**src/rtl/uart_tx_frac_if.sv**
```systemverilog
// Handshake, configuration and line signals between a byte source and the
// fractional-baud UART transmitter.
interface uart_tx_frac_if #(
   parameter int WIDTH = 8
);
   logic             cfg_wr_en;
   logic [WIDTH-1:0] cfg_base;
   logic [9:0]       cfg_mask;
   logic [7:0]       tx_data;
   logic             tx_valid;
   logic             tx_ready;
   logic             TX;
   logic             busy;
   logic             frame_done;

   modport master (
      output cfg_wr_en, cfg_base, cfg_mask, tx_data, tx_valid,
      input  tx_ready, TX, busy, frame_done
   );

   modport slave (
      input  cfg_wr_en, cfg_base, cfg_mask, tx_data, tx_valid,
      output tx_ready, TX, busy, frame_done
   );
endinterface

```
**src/rtl/uart_tx_frac.sv**
```systemverilog
// UART transmitter (8N1) whose bit i lasts base + mask[i] clocks, so a
// non-integer clock/baud ratio is approximated by mixing N and N+1 periods.
module uart_tx_frac #(
   parameter int               WIDTH        = 8,
   parameter logic [WIDTH-1:0] BASE_DEFAULT = 168,
   parameter logic [9:0]       MASK_DEFAULT = 10'h3DF
) (
   input logic            CLOCK,
   input logic            RESET,
   uart_tx_frac_if.slave  bus
);

   typedef enum logic {IDLE, SEND} state_t;

   state_t           state_q;
   logic [WIDTH-1:0] baseCfg_q;
   logic [9:0]       maskCfg_q;
   logic [WIDTH-1:0] baseSh_q;
   logic [9:0]       maskSh_q;
   logic [7:0]       data_q;
   logic [3:0]       idx_q;
   logic [WIDTH:0]   cnt_q;
   logic             tx_q;
   logic             busy_q;
   logic             done_q;
   logic             ready_q;

   logic [WIDTH-1:0] base_d;
   logic [3:0]       nextIdx;
   logic [15:0]      maskPad;
   logic             nextStretch;
   logic [WIDTH:0]   firstPeriod;
   logic [WIDTH:0]   nextPeriod;

   // Periods are formed one bit wider than the divisor so base + 1 never wraps.
   always_comb begin
      base_d      = (bus.cfg_base < WIDTH'(2)) ? WIDTH'(2) : bus.cfg_base;
      nextIdx     = idx_q + 4'd1;
      maskPad     = {6'b0, maskSh_q};
      nextStretch = maskPad[nextIdx];
      firstPeriod = {1'b0, baseCfg_q} + {{WIDTH{1'b0}}, maskCfg_q[0]};
      nextPeriod  = {1'b0, baseSh_q} + {{WIDTH{1'b0}}, nextStretch};
   end

   always_ff @(posedge CLOCK) begin
      if (RESET) begin
         baseCfg_q <= BASE_DEFAULT;
         maskCfg_q <= MASK_DEFAULT;
      end else if (bus.cfg_wr_en) begin
         baseCfg_q <= base_d;
         maskCfg_q <= cfg_mask_passthru(bus.cfg_mask);
      end
   end

   function automatic logic [9:0] cfg_mask_passthru(input logic [9:0] m);
      return m;
   endfunction

   // The shifter refills with ones, so the ninth shift naturally yields the stop bit.
   always_ff @(posedge CLOCK) begin
      if (RESET) begin
         state_q  <= IDLE;
         baseSh_q <= BASE_DEFAULT;
         maskSh_q <= MASK_DEFAULT;
         data_q   <= 8'h00;
         idx_q    <= 4'd0;
         cnt_q    <= '0;
         tx_q     <= 1'b1;
         busy_q   <= 1'b0;
         done_q   <= 1'b0;
         ready_q  <= 1'b0;
      end else begin
         done_q <= 1'b0;
         case (state_q)
            IDLE: begin
               tx_q    <= 1'b1;
               ready_q <= 1'b1;
               if (bus.tx_valid && ready_q) begin
                  data_q   <= bus.tx_data;
                  baseSh_q <= baseCfg_q;
                  maskSh_q <= maskCfg_q;
                  idx_q    <= 4'd0;
                  cnt_q    <= firstPeriod - {{WIDTH{1'b0}}, 1'b1};
                  tx_q     <= 1'b0;
                  busy_q   <= 1'b1;
                  ready_q  <= 1'b0;
                  state_q  <= SEND;
               end
            end
            SEND: begin
               ready_q <= 1'b0;
               if (cnt_q != '0) begin
                  cnt_q <= cnt_q - {{WIDTH{1'b0}}, 1'b1};
               end else if (idx_q != 4'd9) begin
                  idx_q  <= nextIdx;
                  cnt_q  <= nextPeriod - {{WIDTH{1'b0}}, 1'b1};
                  tx_q   <= data_q[0];
                  data_q <= {1'b1, data_q[7:1]};
               end else begin
                  tx_q    <= 1'b1;
                  busy_q  <= 1'b0;
                  done_q  <= 1'b1;
                  ready_q <= 1'b1;
                  state_q <= IDLE;
               end
            end
            default: state_q <= IDLE;
         endcase
      end
   end

   assign bus.tx_ready   = ready_q;
   assign bus.TX         = tx_q;
   assign bus.busy       = busy_q;
   assign bus.frame_done = done_q;

endmodule

```
**src/flat_wrapper.sv**
```systemverilog
// flat-port wrapper written by rule: the top's interface ports become plain ports
module uart_tx_frac_flat 
#(
   parameter int               WIDTH        = 8,
   parameter logic [WIDTH-1:0] BASE_DEFAULT = 168,
   parameter logic [9:0]       MASK_DEFAULT = 10'h3DF
)
  (CLOCK, RESET, bus_cfg_wr_en, bus_cfg_base, bus_cfg_mask, bus_tx_data, bus_tx_valid, bus_tx_ready, bus_TX, bus_busy, bus_frame_done);
  uart_tx_frac_if #(.WIDTH(WIDTH)) bus_i ();
  input logic CLOCK;
  input logic RESET;
  input wire logic [$bits(bus_i.cfg_wr_en)-1:0] bus_cfg_wr_en;
  input wire logic [$bits(bus_i.cfg_base)-1:0] bus_cfg_base;
  input wire logic [$bits(bus_i.cfg_mask)-1:0] bus_cfg_mask;
  input wire logic [$bits(bus_i.tx_data)-1:0] bus_tx_data;
  input wire logic [$bits(bus_i.tx_valid)-1:0] bus_tx_valid;
  output wire logic [$bits(bus_i.tx_ready)-1:0] bus_tx_ready;
  output wire logic [$bits(bus_i.TX)-1:0] bus_TX;
  output wire logic [$bits(bus_i.busy)-1:0] bus_busy;
  output wire logic [$bits(bus_i.frame_done)-1:0] bus_frame_done;
  assign bus_i.cfg_wr_en = bus_cfg_wr_en;
  assign bus_i.cfg_base = bus_cfg_base;
  assign bus_i.cfg_mask = bus_cfg_mask;
  assign bus_i.tx_data = bus_tx_data;
  assign bus_i.tx_valid = bus_tx_valid;
  assign bus_tx_ready = bus_i.tx_ready;
  assign bus_TX = bus_i.TX;
  assign bus_busy = bus_i.busy;
  assign bus_frame_done = bus_i.frame_done;
  uart_tx_frac #(.WIDTH(WIDTH), .BASE_DEFAULT(BASE_DEFAULT), .MASK_DEFAULT(MASK_DEFAULT)) u_core (.CLOCK(CLOCK), .RESET(RESET), .bus(bus_i));
endmodule
```
**config.mk**
```make
export PLATFORM = sky130hd
export DESIGN_NAME = uart_tx_frac_flat
export DESIGN_NICKNAME = d
export VERILOG_FILES = /design/src/rtl/uart_tx_frac_if.sv /design/src/rtl/uart_tx_frac.sv /design/src/flat_wrapper.sv
export SDC_FILE = /design/constraint.sdc
export NUM_CORES = 1
export LEC_CHECK = 0
export CORE_ASPECT_RATIO = 0.5
export CORE_MARGIN = 3
export CORE_UTILIZATION = 55
export DETAILED_ROUTE_END_ITERATION = 12
export HOLD_SLACK_MARGIN = 0.08
export PLACE_DENSITY = 0.78
export SLEW_MARGIN = 20
export SYNTH_ARGS = -nofsm -noshare
export SYNTH_HDL_FRONTEND = slang
export SYNTH_SLANG_ARGS = --single-unit
```
**constraint.sdc**
```tcl
create_clock -name CLOCK -period 4 [get_ports CLOCK]
set_input_delay 0.4 -clock CLOCK [delete_from_list [all_inputs] [get_ports CLOCK]]
set_output_delay 0.4 -clock CLOCK [all_outputs]
set_load 0.01 [all_outputs]
```
==> reports/metrics.yaml, run 1 <==
outcome: "complete, no violations"
postCtsSetupBuffers: 0
critPathLaunchType: "flop"
end_kind: "flop"
path_class: "flop to flop"
drive_gt1_share_pct: 11.2
synth_xor_area_share_pct: 5.20
placeableCoreArea_mm2: 0.00511
synthCells: 340
clock_tree.buffer_depth: 2
synth_area_leaders: "dfxtp_1 (41%), nand2_1 (8.2%), mux2i_1 (7.6%)"
syn_avg_cell_area_um2: 8.91
yosysUniqueCellTypes: 57
cts_resized: 0
fp.dieW_um: 111
powerDensity_mw_per_mm2: 703
start_util_pct: 59.3
hold_class: "flop to flop"
period_share_pct: 76.4
setup_slack_ps: 942
fmax_ghz: 0.327
rows: 18
synth_area_mm2: 0.00303
synth_top_cell_area_share_pct: 41.0
routabilityCongestion: 0.926
grt_usage_pct: 22.7
cts_tree: "built"
final_area_mm2: 0.00359
boundaryPins: 34
path_max_fanout: 8
synth_mux_area_share_pct: 9.46
yosysWarningCount: 0
drt-total-wl_mm: 6.85
combPwrFrac_pct: 39.9
finalSetupTns_ps: 0
wire_per_inst_um: 15.3
fin_util_pct: 70.2
drt_iter0_drc: 137
syn_to_final_growth_pct: 18.5
synth_top_family_by_area: "simple AND/OR/NAND/NOR gates"
diodes: 0
drc_errors: 0
num_vias: 2520
clk_pin_slew_worst_paths_ps: 70
grt_overflow: 0
synthSimpleGateAreaFrac_pct: 23.7
drtPass1Iterations: 4
p_sw_share_pct: 38.4
p_leak_nw: 1.45
worstMarginPinSlew_ps: 1020
synthTopCellsByCount: "nand2_1 (66), dfxtp_1 (62), nor2_1 (24), mux2i_1 (23), nand3_1 (17)"
cts_root_buffer: "clkbuf_8"
fin_crit_ps: 3060
switching_power_mw: 0.969
vias_per_cell: 5.65
synth_most_common_cell: "nand2_1"
yosysSeqAreaShare_pct: 41.0
slew_viol_final: 0
hold_viol_final: 0
fillers: 402
htreeDepth: 3
antenna_found_initial: 0
grt_max_degree: 27
p_int_mw: 1.55
dieArea_mm2: 0.00649
grt_pass1_vias: 2503
slew_headroom_pct: 31.6
ctsHoldBuffers: 0
rsz0062_at_grt: "no"
ant_nets: 0
multiInputGateArea_mm2: 0.00163
drv_cap: 0
io_buffers: 33
ys.flop_type: "dfxtp_1"
critPathRequiredTime_ps: 4230
placed_area_mm2: 0.00337
clock_skew_ps: 6.76
seqPwrFrac_pct: 35.9
pwr-share-clk_pct: 24.2
synth_seq_cells: 62
die_h_um: 58.5
cts_sinks: 62
regArea_mm2: 0.00124
synth_nets: 377
fin_nets: 408
pre_cts_ws_ps: 958
cts_buffers: 9
synth-edff-count: 0
ys_async_sr_fraction_pct: 0
max-vdd-ir-drop_mv: 0.319
synth_compound_area_share_pct: 12.4
clkLatencyLatePin_ps: 340
cp.arrival_ps: 3290
synthAdderAreaFrac_pct: 2.89
setup_viol: 0
synth.largest_area_cell: "dfxtp_1"
dp_hpwl_mm: 4.90
grt_pass1_wl_mm: 11.6
-- final timing paths --
kind	from	end	slack, ps	depth (start not counted)
worst max-delay path	u_core.idx_q[0]$_SDFFE_PP0P_	u_core.cnt_q[7]$_SDFFE_PP0P_	940	10
worst min-delay path	u_core.maskCfg_q[5]$_SDFFE_PP0P_	u_core.maskSh_q[5]$_SDFFE_PP0P_	460	2
worst max register to register	u_core.idx_q[0]$_SDFFE_PP0P_	u_core.cnt_q[7]$_SDFFE_PP0P_	940	10
worst min register to register	u_core.maskCfg_q[5]$_SDFFE_PP0P_	u_core.maskSh_q[5]$_SDFFE_PP0P_	460	2
-- metal layers --
metal  vias to the layer above  share of wire (%)  track usage, %
met4                         0                1.4            9.30
li1                       1253                  -               -
met5                         -                  0               0
met2                        62                 47            38.2
met3                        11                6.2            8.21
met1                      1194                 45            27.0
-- worst max-delay path, stage by stage, from the launching register on --
cell and delay, ps:
dfxtp_1 520, ha_1 330, mux4_2 310, a21oi_1 160, a31o_2 120, ha_1 180
or4b_4 490, nor4_1 290, xnor2_1 160, mux2i_1 90, a221o_1 290
-- power groups by stage --
stage / Sequential [mW] / Clock, mW / Combinational (mW)
3_3_place_gp: 0.910 / 0 / 0.967
6_report: 0.907 / 0.610 / 1.01
4_1_cts: 0.906 / 0.620 / 1.00
5_1_grt: 0.928 / 0.647 / 1.11
2_1_floorplan: 0.867 / 0 / 0.832
3_5_place_dp: 0.920 / 0 / 0.993
-- stage by stage --
stage / hold slack (ps) / cells / total power, mW
floorplan: 429 / 340 / 1.70
global placement: 444 / 430 / 1.88
detailed placement: 451 / 430 / 1.91
CTS: 464 / 446 / 2.53
global route: 493 / 446 / 2.69
finish: 460 / 446 / 2.52
-- flip-flops by register name (all words and copies together), names as in the netlist --
name and count:
u_core.baseCfg_q 8, u_core.baseSh_q 8, u_core.bus.TX 1, u_core.bus.busy 1, u_core.bus.frame_done 1, u_core.bus.tx_ready 1, u_core.cnt_q 9, u_core.data_q 8
u_core.idx_q 4, u_core.maskCfg_q 10, u_core.maskSh_q 10, u_core.state_q 1
-- cell families (layout without fill, tap and decap cells) --
family / count (synthesis) / count (layout)
muxes: 26 / 26
AOI/OAI and AO/OA: 52 / 52
buffers and inverters: 31 / 67
and+or+nand+nor: 144 / 144
xor gates and xnor gates: 18 / 18
DFF: 62 / 62
adders and majority gates: 7 / 7
-- layout by cell type (no fill, tap or decap), drive strengths merged, types with 2 or more instances in the layout --
cell type,n
nor2,25
nor4,5
a31oi,3
a221o,2
a211oi,7
o21ai,8
or3,3
or4b,2
xnor2,8
a21o,2
inv,12
clkdlybuf4s50,33
o221a,2
o211ai,5
ha,7
mux2i,23
nor3b,2
clkinv,6
bufinv,2
dfxtp,62
mux4,2
nand3b,2
a21oi,14
clkbuf,9
nand2,67
nand2b,2
buf,4
nor3,9
a32oi,2
or2,2
xor2,10
nand4b,2
nand3,17
-- final cells by class --
class	instances	share of cell area (%)
Sequential cell	62	34.6
Tap cell	70	2.44
Multi-Input combinational cell	247	45.3
Clock inverter	7	2.75
Timing Repair Buffer	37	10.0
Inverter	14	1.46
Clock buffer	9	3.45
Note: power is estimated with default switching activity, not from simulation.
==> inputs of run 2 (changes only) <==
clock period = 2.87 ns   (was 4 ns; I/O delays follow)
==> reports/metrics.yaml, run 2 (synthesis gave the netlist of run 1 again) <==
outcome: "complete, no violations"
worstHoldEndpoint: "u_core.maskSh_q[5]$_SDFFE_PP0P_"
r2r_end: "u_core.cnt_q[7]$_SDFFE_PP0P_"
io_buffers: 33
clock_skew_ps: 7.48
dieArea_mm2: 0.00649
fin_nets: 413
final_cell_mix: "nand2_1 (66), dfxtp_1 (61), clkdlybuf4s50_1 (33), nor2_1 (24), mux2i_1 (23)"
cpPeakStageDelay_ps: 500
pre_cts_ws_ps: -76.9
rrSetupSlack_ps: 110
grt_max_degree: 27
cts_tree: "built"
cts_buffers: 9
clk_pin_slew_worst_paths_ps: 70
fin_util_pct: 71.3
dp_hpwl_mm: 4.96
seqPwrFrac_pct: 36.9
cts_root_buffer: "clkbuf_8"
p_leak_nw: 1.46
holdCritStartpoint: "u_core.maskCfg_q[5]$_SDFFE_PP0P_"
holdWs_ps: 465
p_sw_share_pct: 38.7
hold-path-cell-count: 2
r2r-start: "u_core.idx_q[1]$_SDFFE_PP0P_"
syn_to_final_growth_pct: 20.3
clkLatencyLatePin_ps: 340
combPwrFrac_pct: 41.7
path_delay_family: "simple AND/OR/NAND/NOR gates"
top_regs: "u_core.maskCfg_q: 10 flops, u_core.maskSh_q: 10 flops, u_core.cnt_q: 9 flops"
worst_r2r_path_depth: 11
antenna_found_initial: 0
max-vdd-ir-drop_mv: 0.444
cp.arrival_ps: 2990
end_kind: "flop"
drtPass1Iterations: 4
placeableCoreArea_mm2: 0.00511
slowest_stage: "or4b_4"
place_inst: 434
placed_area_mm2: 0.00340
num_vias: 2591
switching_power_mw: 1.33
fmax_ghz: 0.362
crit_buf_inv: 1
ant_nets: 0
grt_pass1_wl_mm: 11.6
path_max_fanout: 4
die_h_um: 58.5
final_common_cell: "nand2_1"
rows: 18
crit_chain: "inv_1, ha_4, mux4_2, a21oi_2, a31o_2, ha_2, or4b_4, nor4_4, xnor2_1, mux2i_1, a221o_1"
slew_viol_final: 0
clock_tree.buffer_depth: 2
grt_pass1_vias: 2510
grt_overflow: 0
htreeDepth: 3
setup_slack_ps: 110
slew_headroom_pct: 43.9
vias_per_cell: 5.77
drive_gt1_share_pct: 13.7
grt_usage_pct: 22.6
rsz0062_at_grt: "no"
drt-total-wl_mm: 6.85
fin_crit_ps: 2760
period_share_pct: 96.2
drc_errors: 0
p_int_mw: 2.10
start_util_pct: 59.3
boundaryPins: 34
fillers: 383
wire_per_inst_um: 15.3
setup_viol: 0
finalSetupTns_ps: 0
hold_class: "flop to flop"
fp.dieW_um: 111
ctsHoldBuffers: 0
worstMarginPinSlew_ps: 839
p_total_mw: 3.43
path_class: "flop to flop"
final_area_mm2: 0.00364
final_cells: 449
pwr-share-clk_pct: 21.4
critPathRequiredTime_ps: 3100
powerDensity_mw_per_mm2: 942
hold_viol_final: 0
critPathLaunchType: "flop"
routabilityCongestion: 0.906
drv_cap: 0
drt_iter0_drc: 252
diodes: 0
cts_sinks: 62
==> run 2: worst max-delay path by stage <==
stage                                   endpoint                         start  depth (start not counted)  slack [ps]
global route        u_core.cnt_q[7]$_SDFFE_PP0P_  u_core.idx_q[1]$_SDFFE_PP0P_                         11          20
CTS                 u_core.cnt_q[4]$_SDFFE_PP0P_  u_core.idx_q[1]$_SDFFE_PP0P_                         11          10
detailed placement  u_core.cnt_q[7]$_SDFFE_PP0P_  u_core.idx_q[0]$_SDFFE_PP0P_                         11         -80
floorplan           u_core.cnt_q[7]$_SDFFE_PP0P_  u_core.idx_q[0]$_SDFFE_PP0P_                         10         100
finish              u_core.cnt_q[7]$_SDFFE_PP0P_  u_core.idx_q[1]$_SDFFE_PP0P_                         11         110
global placement    u_core.cnt_q[6]$_SDFFE_PP0P_  u_core.idx_q[0]$_SDFFE_PP0P_                         11          50
==> run 2: worst min-delay path, cell delays in order, from the launching register on <==
cell,delay (ps)
dfxtp_1,310
nand2_1,50
a21oi_1,50
==> run 2: routing by layer <==
layer,GRT usage [%],part of all wire [%],vias up
met2,37.9,47,86
met1,27.2,43,1229
met4,9.82,1.7,0
met5,0,0,-
met3,7.60,7.9,15
li1,-,-,1261
==> run 2: timing repair <==
item / 4_1_cts / 5_1_grt
pin swaps: 0 / 1
buffers inserted: 0 / 1
resized for setup: 4 / 6
setup endpoints to repair: 4 / 5
==> run 2: power groups by stage <==
| stage | clock (mW) | combinational, mW | sequential, mW |
|---|---|---|---|
| 2_1_floorplan | 0 | 1.16 | 1.21 |
| 3_3_place_gp | 0 | 1.37 | 1.26 |
| 3_5_place_dp | 0 | 1.40 | 1.27 |
| 4_1_cts | 0.759 | 1.41 | 1.26 |
| 5_1_grt | 0.799 | 1.58 | 1.30 |
| 6_report | 0.735 | 1.43 | 1.27 |
==> run 2: area by class of cell <==
class / instances / area [um^2] / area share [%]
flip-flops and latches: 62 / 1240 / 34.2
well taps: 70 / 87.6 / 2.40
repair buffers: 42 / 398 / 10.9
multi-input cells: 247 / 1680 / 46.0
clock inverters: 4 / 48.8 / 1.34
clock buffers: 10 / 138 / 3.78
inverters: 14 / 52.6 / 1.44
